$ cat config.mk
export PLATFORM = sky130hd
export DESIGN_NAME = ring_decoder_flat
export DESIGN_NICKNAME = d
export VERILOG_FILES = /design/src/rtl/ring_if.sv /design/src/rtl/ring_decoder.sv /design/src/flat_wrapper.sv
export SDC_FILE = /design/constraint.sdc
export NUM_CORES = 1
export LEC_CHECK = 0
export CAP_MARGIN = 20
export CELL_PAD_IN_SITES_DETAIL_PLACEMENT = 1
export CELL_PAD_IN_SITES_GLOBAL_PLACEMENT = 1
export CORE_AREA = 2 2 64 66
export CTS_CLUSTER_SIZE = 28
export DETAILED_ROUTE_END_ITERATION = 10
export DIE_AREA = 0 0 66 68
export GPL_TIMING_DRIVEN = 0
export HOLD_SLACK_MARGIN = 0.15
export PLACE_DENSITY_LB_ADDON = 0.1
export SETUP_SLACK_MARGIN = 0.15
export SLEW_MARGIN = 20
export SYNTH_ARGS = -nofsm -noshare
export SYNTH_HDL_FRONTEND = slang
export SYNTH_SLANG_ARGS = --single-unit
$ cat constraint.sdc
create_clock -name clk -period 1.9 [get_ports clk]
set_clock_uncertainty 0.05 [all_clocks]
set_input_delay 0.475 -clock clk [delete_from_list [all_inputs] [get_ports clk]]
set_output_delay 0.475 -clock clk [all_outputs]
set_load 0.03 [all_outputs]
$ cat src/rtl/ring_if.sv
// Handshake bundle between a ring-counter source and the ring_decoder.
// The master drives the observed word; the slave (decoder) returns the decode.
interface ring_if #(
    parameter int WIDTH = 4,
    parameter int IDXW  = $clog2(WIDTH)
);
    logic [WIDTH-1:0] count_in;
    logic             in_valid;
    logic [IDXW-1:0]  index;
    logic             index_valid;
    logic             locked;
    logic             wrap_pulse;
    logic             err_pulse;
    logic [7:0]       err_count;

    modport master (
        output count_in, in_valid,
        input  index, index_valid, locked, wrap_pulse, err_pulse, err_count
    );

    modport slave (
        input  count_in, in_valid,
        output index, index_valid, locked, wrap_pulse, err_pulse, err_count
    );
endinterface

$ cat src/rtl/ring_decoder.sv
// One-hot ring-counter decoder: validates the rotate-right sequence, locks after
// LOCK_N consecutive in-sequence steps and reports index, wrap and error events.
module ring_decoder #(
    parameter int WIDTH  = 4,
    parameter int LOCK_N = 3,
    parameter int IDXW   = $clog2(WIDTH)
) (
    input logic   clk,
    input logic   reset,
    ring_if.slave bus
);
    typedef enum logic [1:0] {
        HUNT   = 2'd0,
        CHECK  = 2'd1,
        LOCKED = 2'd2
    } state_t;

    localparam logic [WIDTH-1:0] ONE    = WIDTH'(1);
    localparam logic [3:0]       LOCK_V = 4'(LOCK_N);

    function automatic logic is_onehot(input logic [WIDTH-1:0] w);
        return (w != '0) && ((w & (w - ONE)) == '0);
    endfunction

    function automatic logic [IDXW-1:0] encode(input logic [WIDTH-1:0] w);
        logic [IDXW-1:0] r;
        r = '0;
        for (int i = 0; i < WIDTH; i++) begin
            if (w[i]) r = IDXW'(i);
        end
        return r;
    endfunction

    function automatic logic [7:0] sat_inc(input logic [7:0] c);
        return (c == 8'hFF) ? c : c + 8'd1;
    endfunction

    // Stage p0: combinational classification of the incoming sample
    logic [WIDTH-1:0] sample_p0;
    logic             vld_p0;
    logic             legal_p0;
    logic             in_seq_p0;
    logic [IDXW-1:0]  enc_p0;
    logic [3:0]       streak_inc_p0;

    state_t           state_p1;
    logic [WIDTH-1:0] prev_p1;
    logic [3:0]       streak_p1;
    logic [IDXW-1:0]  index_p1;
    logic             vld_p1;
    logic             locked_p1;
    logic             wrap_p1;
    logic             err_p1;
    logic [7:0]       err_cnt_p1;

    assign sample_p0     = bus.count_in;
    assign vld_p0        = bus.in_valid;
    assign legal_p0      = is_onehot(sample_p0);
    assign enc_p0        = encode(sample_p0);
    // A repeated word never equals its own rotation, so it falls out as out-of-sequence.
    assign in_seq_p0     = (sample_p0 == {prev_p1[0], prev_p1[WIDTH-1:1]});
    assign streak_inc_p0 = streak_p1 + 4'd1;

    // Stage p1: sequence FSM with registered outputs
    always_ff @(posedge clk or negedge reset) begin
        if (!reset) begin
            state_p1   <= HUNT;
            prev_p1    <= '0;
            streak_p1  <= '0;
            index_p1   <= '0;
            vld_p1     <= 1'b0;
            locked_p1  <= 1'b0;
            wrap_p1    <= 1'b0;
            err_p1     <= 1'b0;
            err_cnt_p1 <= '0;
        end else begin
            vld_p1  <= 1'b0;
            wrap_p1 <= 1'b0;
            err_p1  <= 1'b0;
            if (vld_p0) begin
                if (!legal_p0) begin
                    err_p1     <= 1'b1;
                    err_cnt_p1 <= sat_inc(err_cnt_p1);
                    prev_p1    <= '0;
                    streak_p1  <= '0;
                    state_p1   <= HUNT;
                    locked_p1  <= 1'b0;
                end else begin
                    prev_p1  <= sample_p0;
                    index_p1 <= enc_p0;
                    unique case (state_p1)
                        HUNT: begin
                            streak_p1 <= '0;
                            state_p1  <= CHECK;
                            locked_p1 <= 1'b0;
                        end
                        CHECK: begin
                            if (in_seq_p0) begin
                                streak_p1 <= streak_inc_p0;
                                if (streak_inc_p0 == LOCK_V) begin
                                    state_p1  <= LOCKED;
                                    locked_p1 <= 1'b1;
                                    vld_p1    <= 1'b1;
                                end
                            end else begin
                                streak_p1 <= '0;
                            end
                        end
                        LOCKED: begin
                            if (in_seq_p0) begin
                                vld_p1  <= 1'b1;
                                wrap_p1 <= (enc_p0 == '0);
                            end else begin
                                err_p1     <= 1'b1;
                                err_cnt_p1 <= sat_inc(err_cnt_p1);
                                streak_p1  <= '0;
                                state_p1   <= CHECK;
                                locked_p1  <= 1'b0;
                            end
                        end
                        default: begin
                            state_p1  <= HUNT;
                            locked_p1 <= 1'b0;
                        end
                    endcase
                end
            end
        end
    end

    assign bus.index       = index_p1;
    assign bus.index_valid = vld_p1;
    assign bus.locked      = locked_p1;
    assign bus.wrap_pulse  = wrap_p1;
    assign bus.err_pulse   = err_p1;
    assign bus.err_count   = err_cnt_p1;
endmodule

$ cat src/flat_wrapper.sv
// flat-port wrapper written by rule: the top's interface ports become plain ports
module ring_decoder_flat 
#(
    parameter int WIDTH  = 4,
    parameter int LOCK_N = 3,
    parameter int IDXW   = $clog2(WIDTH)
)
  (clk, reset, bus_count_in, bus_in_valid, bus_index, bus_index_valid, bus_locked, bus_wrap_pulse, bus_err_pulse, bus_err_count);
  ring_if #(.WIDTH(WIDTH), .IDXW(IDXW)) bus_i ();
  input logic clk;
  input logic reset;
  input wire logic [$bits(bus_i.count_in)-1:0] bus_count_in;
  input wire logic [$bits(bus_i.in_valid)-1:0] bus_in_valid;
  output wire logic [$bits(bus_i.index)-1:0] bus_index;
  output wire logic [$bits(bus_i.index_valid)-1:0] bus_index_valid;
  output wire logic [$bits(bus_i.locked)-1:0] bus_locked;
  output wire logic [$bits(bus_i.wrap_pulse)-1:0] bus_wrap_pulse;
  output wire logic [$bits(bus_i.err_pulse)-1:0] bus_err_pulse;
  output wire logic [$bits(bus_i.err_count)-1:0] bus_err_count;
  assign bus_i.count_in = bus_count_in;
  assign bus_i.in_valid = bus_in_valid;
  assign bus_index = bus_i.index;
  assign bus_index_valid = bus_i.index_valid;
  assign bus_locked = bus_i.locked;
  assign bus_wrap_pulse = bus_i.wrap_pulse;
  assign bus_err_pulse = bus_i.err_pulse;
  assign bus_err_count = bus_i.err_count;
  ring_decoder #(.WIDTH(WIDTH), .LOCK_N(LOCK_N), .IDXW(IDXW)) u_core (.clk(clk), .reset(reset), .bus(bus_i));
endmodule
Yosys cells after proc, flatten, opt, wreduce, memory -nomap -nowiden
Index checks and enable logic that the tools add are counted.

operators by class
  add/subtract/negate cells = 3
  eq/ne operators = 11
  muxes and demuxes = 36
  bitwise gates (word level) = 1
  reductions and logical operators = 9

operators by type and width
  kind                   count
  $mux W8                4
  $mux W1                18
  $mux W4                4
  $mux W2                6
  $pmux W4 S3            1
  $ne A3 B3 Y1 const B   3
  $add A8 B1 Y8 const B  1
  $eq A8 B8 Y1 const B   1
  $pmux W2 S3            1
  $reduce_and A3 Y1      2
  $add A4 B1 Y4 const B  1
  $and A4 B4 Y4          1
  $eq A4 B2 Y1 const B   1
  $eq A4 B4 Y1           1
  $logic_not A2 Y1       2
  $logic_not A4 Y1       1
  $ne A2 B2 Y1 const B   2
  $ne A4 B4 Y1 const B   1
  $pmux W1 S2            2
  $reduce_and A4 Y1      1
  $reduce_bool A4 Y1     1
  $sub A4 B1 Y4 const B  1
  $eq A2 B1 Y1 const B   1
  $eq A2 B2 Y1 const B   1
  2 further kinds        2

word-level totals
  bits in registers = 24
  input bits = 7
  output and inout bits = 14

Depth between registers and ports, before layout
  word-level depth = 8
  gate-level depth with buffers = 7

Worst setup path before layout
OpenSTA, ideal clock, no wires.

  path type = input-to-reg
  from = input port bus_count_in[2]
  to = register u_core.streak_p1[2]
  library setup time = 0.101 ns
  data arrival time = 1.918 ns
  setup slack = -0.168 ns
  cell stages on the path = 7
  cell sequence = buf_6 > or4b_4 > o311ai_2 > buf_6 > nand3_4 > or3b_1 > o311ai_2

on the way
  cells in the longest elaborated chain, start to end = 6
  elaborated cells on any way between the ends = 12

ends and longest elaborated chain
  item                                                           line                source
  start, declared                                                flat_wrapper.sv:12  input wire logic [$bits(bus_i.count_in)-1:0] bus_count_in;
  $sub A4 B1 Y4                                                  ring_decoder.sv:22  return (w != '0) && ((w & (w - ONE)) == '0);
  $and A4 B4 Y4                                                  ring_decoder.sv:22
  $logic_not A4 Y1                                               ring_decoder.sv:22
  $logic_and A1 B1 Y1                                            ring_decoder.sv:22
  $ne A4 B4 Y1 (no line) / $ne A3 B3 Y1 (equally long branches)  n/a
  $reduce_and A3 Y1 (no line)                                    n/a
  end signal, assigned                                           ring_decoder.sv:99  streak_p1 <= streak_inc_p0;
  end, declared                                                  ring_decoder.sv:48  logic [3:0] streak_p1;

Parallel ways exist; a longest one is shown, timed or not.
A chain may end at the register's enable or synchronous reset.

Worst setup path after layout
  from = input port bus_count_in[1]
  to = register u_core.streak_p1[2]

The elaborated chain is that of the path after synthesis.

==> results.md <==
* P_leak at 0.000840 uW
* Area of the multi-input gates at about 900 um2
* Vias in the first global route at around 1.2k
* CTS clk-pin slew, worst paths at 0.09 ns
* CTS tree: done
* Pins Over Slew Limit at 0
* Synth-to-layout area growth at 46.1%
* CP endpoint kind: flip-flop
* Root buf cell: clkbuf_8
* Vias at around 1.1k
* Synth cell types at 39
* Reg area at between 500 and 600 um2
* Port bufs at 17
* Remaining DRCs at 0
* Slowest Stage Delay on Critical Path at slightly above 0.5 ns
* Worst setup path start: bus_count_in[1]
* Comb pwr share at a little under two fifths
* Sequential group share of total power at between 40% and 50%
* Core Area at just under 4000 um2
* Hold buffers post-CTS at 0
* Slew @ Worst Pin at 0.545 ns
* First DRT Iteration DRCs at 45
* Syn. warnings at 0
* I/O Pins at 21
* Largest net degree at the start of global routing at 24
* DR WL/cell at approximately 17 um
* Post-Layout Cell Count at 225
* Diodes inserted at 0
* Ys async rst share at 100%
* Clock power share at approximately a fifth
* Finish-stage setup viols at 1
* Worst-path cell chain: buf_4 > or4b_4 > o311ai_4 > buf_6 > nand3_4 > or3b_1 > o311ai_2
* Net switching power at approximately 630 uW
* Period utilization at 100%
* Critical Path Start Type: input pin
* Antenna violations before repair at 0
* DP HPWL at ~2.2 mm
* Syn nets at 149
* Maximum clock path buffer count at 2
* Internal at between 900 and 1000 uW
* Most common cell after layout, fill and taps aside: dfrtp_1
* Final Hold Viols at 0
* Die width at between 60 and 70 um
* # nets final at between 150 and 200
* Antenna viol nets, final at 0
* Sequential share of the synthesized area at between 40% and 50%
* RSZ-0062 raised after global routing: yes
* Met1 GRT Util at about a fifth
* Die area at 4490 um2
* Clock sink count at 23
* Crit Path Max Fanout at 6
* Switching share of power at between 30% and 40%
* Status: finished with violations
* Pwr/cell area at a little over 800 nW/um2
* Max-capacitance violation count at 0
* Worst rel slew slack at 63.7%
* Critical path required time at approximately 2.0 ns
* Kind of critical path: in -> reg
* EDFF count, synth at 0
* Routed wire length at between 3 and 4 mm
* Gate Count Post-Synth at approximately 140
* Num CTS Buffers at 3
* GPL Wtd Cong at between 0.7 and 0.8
* Total GRT Usage at 16.8%
* Slowest-stage cell, CP: or4b_4
* Worst vdd ir at about 0.00065 V
* Synthesized area at 1360 um2
* FMAX at 526 MHz
* FF+latch count, synth at 23
* Congestion Overflow GR at 0
* Commonest register cell after synthesis: dfrtp_1
* Worst R2R Start: u_core.prev_p1[3]
* Layout cell share with drive strength beyond 1 at a little under two fifths
* Hold WS at approximately 0.14 ns
* CTS H-Tree Depth at 1
* Worst skew pair latency at 0.26 ns
* Row cnt at 23
* WP buf/inv at 2
* Crit path DAT at 2.03 ns
* Chip height at a little under 70 um
* Min setup slack post-route at -0.00263 ns
* First-pass GRT wire length at between 5 and 6 mm
* Starting Density at a little over a third
* Vias per Instance at around 5.0
* CP top delay family: simple AND/OR/NAND/NOR gates
* Commonest cells after routing, fill and taps aside: dfrtp_1 (19), buf_4 (18), dlygate4sd2_1 (14)
* Pre-antenna DRT Iters at 4
* Grt met3 use at ~3.5%
* Met2 usage at between 20% and 30%
* Final Critical Period at 1.90 ns
* Fillers at 418
* Gr busiest metal: met2
* Hold crit path type: in -> async
* Placed cells at 202
* Violated checks: negative setup slack
* Avg Inst Size Synth at 10.1 um2
[Yosys cell counts, types with 2 or more instances]
master | instances | area, um2
o311ai_2 | 2 | 32.5
o21ai_0 | 8 | 40.0
xnor2_1 | 5 | 43.8
buf_6 | 3 | 33.8
ha_1 | 7 | 87.6
nand4_1 | 3 | 18.8
nand2_1 | 15 | 56.3
nor4b_1 | 2 | 17.5
or4b_4 | 2 | 27.5
mux2_1 | 2 | 22.5
a21oi_1 | 4 | 20.0
nand3_1 | 8 | 40.0
dfrtp_1 | 23 | 576
inv_1 | 10 | 37.5
nor2_1 | 9 | 33.8
a31oi_1 | 4 | 25.0
and3_1 | 2 | 12.5
xor2_1 | 5 | 43.8
[through the flow]
stage                     power (uW)  utilization (%)  TNS (ns)  instance area, um2  setup slack (ns)
final                           1610             51.7  -0.00263                1990          -0.00263
after global routing            1720             51.7    -0.210                1990           -0.0598
after CTS                       1550             46.9         0                1810            0.0119
after detailed placement        1270             41.7    -13.48                1610            -0.926
after global placement          1250             41.7    -12.61                1610            -0.859
after floorplan                 1030                -    -0.542                1370            -0.164
[flip-flops by register name, summed over array words and instances (netlist names)]
signal and count:
u_core.streak_p1 4, u_core.bus.wrap_pulse 1, u_core.state_p1 2, u_core.bus.err_pulse 1, u_core.prev_p1 4, u_core.bus.index 2
u_core.bus.err_count 8, u_core.bus.index_valid 1
[cell families after synthesis]
| kind of cell | count (synthesis) | synth area share [%] |
|---|---|---|
| adders and majority gates | 7 | 6.42 |
| muxes | 3 | 2.39 |
| AOI/OAI and AO/OA | 27 | 14.9 |
| buffers and inverters | 14 | 5.60 |
| DFF | 23 | 42.2 |
| xor gates and xnor gates | 10 | 6.42 |
| and+or+nand+nor | 51 | 22.1 |
[path summary, 6_finish.rpt]
path                                          to  slack [ns]  cells past startpoint
max                          u_core.streak_p1[2]      -0.003                      7
min                           u_core.state_p1[0]        0.14                      1
max reg2reg                   u_core.state_p1[0]        0.02                      5
min reg2reg                  u_core.bus.index[0]        0.45                      2
max in group asynchronous      u_core.prev_p1[2]        1.27                      1
min in group clk           u_core.bus.wrap_pulse        0.37                      2
[power by group through the flow]
stage	Clock (uW)	Sequential (uW)	Combinational, uW
5_1_grt	349	716	654
3_5_place_dp	0	693	574
4_1_cts	317	684	554
6_report	311	691	603
3_3_place_gp	0	687	565
2_1_floorplan	0	834	194
[layer usage]
metal	up-vias	share of wire (%)
met5	-	0
met4	0	0.69
li1	555	-
met3	2	2.1
met2	13	55
met1	561	42
[repair_timing]
action / CTS / global route
pin swaps: 17 / 12
endpoints found under the setup margin: 35 / 18
setup buffers: 11 / 8
resized for setup: 41 / 26
gates cloned: 0 / 0
[area by class of cell]
class	instances	share of cell area [%]
multi-input combinational	98	46.4
sequential	23	29.1
timing repair buffer	36	14.9
tap	50	3.14
buffer	4	2.32
clock buffer	4	2.26
inverter	10	1.88
Power figures use the tool's default switching activity.
